$ cat src/rtl/signal_counter.sv
`default_nettype none
// ============================================================================
// Module   : signal_counter
// Brief    : Saturating cycle counter; signal asserts once THRESHOLD is hit.
// Revision : 1.0 - initial release
// ============================================================================
module signal_counter #(
    parameter int WIDTH     = 5,
    parameter int THRESHOLD = 20
) (
    input  logic clk,
    input  logic areset,
    input  logic reset,
    output logic signal
);

    localparam logic [WIDTH-1:0] C_THRESHOLD = WIDTH'(THRESHOLD);

    logic [WIDTH-1:0] count;
    logic             w_at_threshold;

    assign w_at_threshold = (count == C_THRESHOLD);

    // Holding at THRESHOLD keeps count from ever passing it or wrapping.
    always_ff @(posedge clk or negedge areset) begin
        if (!areset) begin
            count <= '0;
        end else if (reset) begin
            count <= '0;
        end else if (!w_at_threshold) begin
            count <= count + 1'b1;
        end
    end

    assign signal = w_at_threshold;

endmodule
`default_nettype wire

$ cat config.mk
export PLATFORM = sky130hd
export DESIGN_NAME = signal_counter
export DESIGN_NICKNAME = d
export VERILOG_FILES = /design/src/rtl/signal_counter.sv
export SDC_FILE = /design/constraint.sdc
export NUM_CORES = 1
export LEC_CHECK = 0
export ABC_AREA = 1
export CORE_AREA = 2 2 39 41
export DETAILED_ROUTE_END_ITERATION = 10
export DIE_AREA = 0 0 41 43
export PLACE_DENSITY_LB_ADDON = 0.05
export SKIP_LAST_GASP = 1
export SLEW_MARGIN = 20
export SYNTH_ARGS = -nofsm -noshare
export SYNTH_HDL_FRONTEND = slang
export SYNTH_SLANG_ARGS = --single-unit
$ cat constraint.sdc
create_clock -name clk -period 2.1 [get_ports clk]
set_input_delay 0.42 -clock clk [delete_from_list [all_inputs] [get_ports clk]]
set_output_delay 0.42 -clock clk [all_outputs]
set_load 0.01 [all_outputs]
**Word-level counts from Yosys, hierarchy flattened**

Cells that the tools add are included.
W data, S select, Z words.

- Bits in registers: 5
- Input bits: 3

- Equal/unequal tests: 2
- Add/sub/neg operators: 1
- Muxes and demuxes: 2

Operators by type and width:

| kind | number |
|---|---|
| $mux W5 | 2 |
| $add A5 B1 Y5 const B | 1 |
| $eq A5 B5 Y1 const B | 1 |
| $ne A2 B2 Y1 const B | 1 |

**Depth between registers and ports, before layout**

- Word-level depth: 3
- Depth in mapped cells: 7
- Depth with buffers taken out: 7

**Worst setup path after synthesis**

OpenSTA, ideal clock, no wires.

- Path type: register to output
- Start point: reg count[0]
- End point: out signal
- Cell stages (with the launch flop): 5
- Path slack: 845 ps
- Buffers on the path: 0
- Data arrival time: 835 ps
- Cells stage by stage: dfrtp_1 -> inv_1 -> ha_1 -> nand2_2 -> nor2_4

- Cells in the longest elaborated chain, start to end: 1

RTL lines:

| what | line | text |
|---|---|---|
| from (decl) | 19 | `logic [WIDTH-1:0] count;` |
| from (signal assigned) | 31 | `count <= count + 1'b1;` |
| $eq A5 B5 Y1 | 22 | `assign w_at_threshold = (count == C_THRESHOLD);` |
| to (decl) | 14 | `output logic signal` |

No other way between the ends.

**Worst setup path after layout**

Ends and elaborated chain as after synthesis.

==> results.txt <==
- The run finished with clean final reports.
- Dividing the final minimum period by the clock period gives 0.867.
- Initial antenna violation count: 0
- Nets in the synthesized netlist: between 40 and 50
- In this run the number of H-tree levels came out at 1.
- Post-Route Setup TNS: 0 ns
- # port buffers: 3
- Via count of the first global-routing pass: ~260
- After the last flow step, the layout net total stands at 50.
- Slew headroom: 0.855
- Synthesized area divided by synthesized cell count: about 8 µm²
* Largest fanout on the critical path: 5
- For the pin with the worst max-slew slack, the measured transition is between 0.2 and 0.25 ns.
* Clock tree from TritonCTS: done
* Total CTS buffers: 3
* Worst Clk Skew: about 0.0016 ns
- In the routed design, unresolved DRC markers number 0.
* Worst endpoint data arrival time: 1.40 ns
- Mapped Cells: 37
* First-pass GRT wire length: between 1000 and 1500 µm
* Wire per inst: 9.02 µm
- Measured along the y axis, the die boundary spans about 43 µm.
* Total of fill cells in the finished design: 150
- The wire-length estimate of the detail-placed layout is approximately 450 µm.
* Width of the die: about 41 µm
- The share of the Yosys chip area taken by registers is 0.422.
- Hold violation count in the final report: 0
- The setup path with the least slack is of type reg2out.
* Number of vias in the routed layout: 244
* Clk sink count: 5
* Global-route usage over all layers: 0.0899
* Family of cells with the greatest summed delay on the critical path: flip-flops
- In this run the static leakage power is roughly 0.19 nW.
* Mapped Area: between 200 and 300 µm²
- Launch instance of the worst register-to-register path: count[0]
- For the worst setup path, the data required time is roughly 1.7 ns.
* ANT nets after route: 0
* Areal power density over the cells: roughly 640 nW/µm²
- Post-route minimum period: between 1.5 and 2 ns
* Number of synthesized register bits: 5
* # hold bufs at CTS: 0
- Area of all placed cells without fillers: 372 µm²
- On the final layout, the worst hold slack is 0.401 ns.
- Setup repair after global routing left no endpoint under its margin.
- Number of max-cap violations: 0
- Number of I/O pins: 4
* Count of antenna diodes in the layout: 0
- The core region is 1380 µm².
* Register bank with the most flops: count
* Final count of pins violating max slew: 0
- From synthesis to final layout, the design area changed by 25.3%.
- Area used by multi-input combinational logic: ~150 µm²
- Across all register-to-register paths, the minimum setup slack is roughly 0.9 ns.
- Worst Reg2Reg Path Length in Cells: 7
- Static timing analysis puts the maximum clock frequency at between 500 and 600 MHz.
- Pin count of the biggest net entering global routing: 7
- Slowest stage cell, crit path: sky130_fd_sc_hd__dfrtp_1
- Total of warnings raised by yosys: 0
- The congestion estimate from routability-driven global placement came to roughly 0.62.
- The largest registers in the layout are count (5).
- In this run the critical register-to-register path is captured at count[3].
- Min-delay worst type: in2async
* Detailed-routing iteration count for the pre-antenna-repair pass: 4
* Area enclosed by the die boundary: 1760 µm²
- Endpoint class of the critical path: output pin
- The worst-case IR drop observed on VDD is approximately 0.24 mV.
- The register with the most flip-flops in the layout has 5 of them.
- In the routed layout, each cell is associated on average with a via count of roughly 4.1.
* Clock transition at the register clock pins on the worst setup and hold paths after CTS: approximately 0.040 ns
- Buffers plus inverters on the worst setup path: 2
- The tree is rooted in a sky130_fd_sc_hd__clkbuf_4.
- Final Routed Wirelength: 541 µm
- The synthesized netlist contains 12 unique library cells.
* Delay of the slowest cell on the worst path: a little over 0.4 ns
* Cells along the critical path: inv_1 > ha_1 > nand2_2 > nor2_4 > dlygate4sd2_1
* # setup viols final: 0
* Register Area: about 130 µm²
- Critical Path Start Type: flip-flop
- The placed instances occupy a cell area of roughly 350 µm².
- Fraction of final layout cells sized beyond drive strength 1: 0.182
* Clk_lat worst skew: between 0.2 and 0.25 ns
* Starting utilization of the core area: 0.214
- Row generation in the floorplan step produced 14 rows.
* Max Root-Sink Buffers: 2
- After the first detailed-routing iteration, the DRC count stood at 8.
- Total power after layout: approximately 0.24 mW
- Sum of overflow across all layers after global routing: 0
area by class of cell:
class                   count  area share
inverters                   7      0.0707
repair buffers              3      0.0774
clock buffers               4      0.0707
multi-input cells          25       0.391
flip-flops and latches      5       0.337
well taps                  16      0.0539
Yosys cell counts, drive strengths merged:
| cell type | count | area share |
|---|---|---|
| nand3 | 7 | 0.12 |
| nor2 | 5 | 0.089 |
| inv | 7 | 0.089 |
| nand2 | 8 | 0.12 |
| a21oi | 1 | 0.030 |
| nand4 | 1 | 0.021 |
| xnor2 | 1 | 0.030 |
| ha | 2 | 0.084 |
| dfrtp | 5 | 0.42 |
logic make-up after synthesis:
logic type,after synthesis,synth area share
AOI/OAI and AO/OA,1,0.0295
xor gates and xnor gates,1,0.0295
adders and majority gates,2,0.0844
buffers and inverters,7,0.0886
DFF,5,0.422
and+or+nand+nor,21,0.346
where the power goes:
| part | leakage, nW | switching (mW) | total [mW] | internal (mW) |
|---|---|---|---|---|
| Sequential | 0.0673 | 0.00659 | 0.108 | 0.101 |
| Clock | 0.0150 | 0.0342 | 0.106 | 0.0715 |
| Combinational | 0.103 | 0.0132 | 0.0246 | 0.0113 |
| Total | 0.185 | 0.0540 | 0.238 | 0.184 |
stage by stage:
stage	instances	setup WS [ns]	util
6_report	60	0.280	0.269
5_1_grt	60	0.180	0.269
4_1_cts	60	0.264	0.269
3_5_place_dp	56	0.254	0.250
3_3_place_gp	56	0.260	0.250
2_1_floorplan	37	0.845	-
layer usage:
metal | wire length (µm) | track usage | up-vias
met5 | 0 | 0 | -
li1 | - | - | 129
met4 | 0 | 0.0800 | 0
met1 | 262 | 0.128 | 109
met2 | 251 | 0.100 | 6
met3 | 26 | 0.0314 | 0
what timing repair did:
item	CTS	global route
resized for setup	1	0
setup endpoints to repair	1	0
hold endpoints to repair	0	0
setup buffers	0	0
worst max-delay path by stage:
stage,from,endpoint,depth (start not counted)
after detailed placement,count[0],signal,5
after floorplan,count[0],signal,4
final,count[0],signal,5
after CTS,count[0],signal,5
after global routing,count[0],signal,5
after global placement,count[0],signal,5
layout by cell type (no fill, tap or decap):
cell type and n:
sky130_fd_sc_hd__dlygate4sd2_1 1, sky130_fd_sc_hd__clkbuf_4 3, sky130_fd_sc_hd__inv_2 1, sky130_fd_sc_hd__dfrtp_1 5, sky130_fd_sc_hd__nand2_1 6, sky130_fd_sc_hd__nor2_4 1, sky130_fd_sc_hd__inv_1 6, sky130_fd_sc_hd__nand3_1 7
sky130_fd_sc_hd__xnor2_1 1, sky130_fd_sc_hd__nand2_2 2, sky130_fd_sc_hd__clkdlybuf4s50_1 2, sky130_fd_sc_hd__ha_1 2, sky130_fd_sc_hd__nor2_1 4, sky130_fd_sc_hd__clkbuf_1 1, sky130_fd_sc_hd__nand4_1 1, sky130_fd_sc_hd__a21oi_2 1
Power figures use the tool's default switching activity.
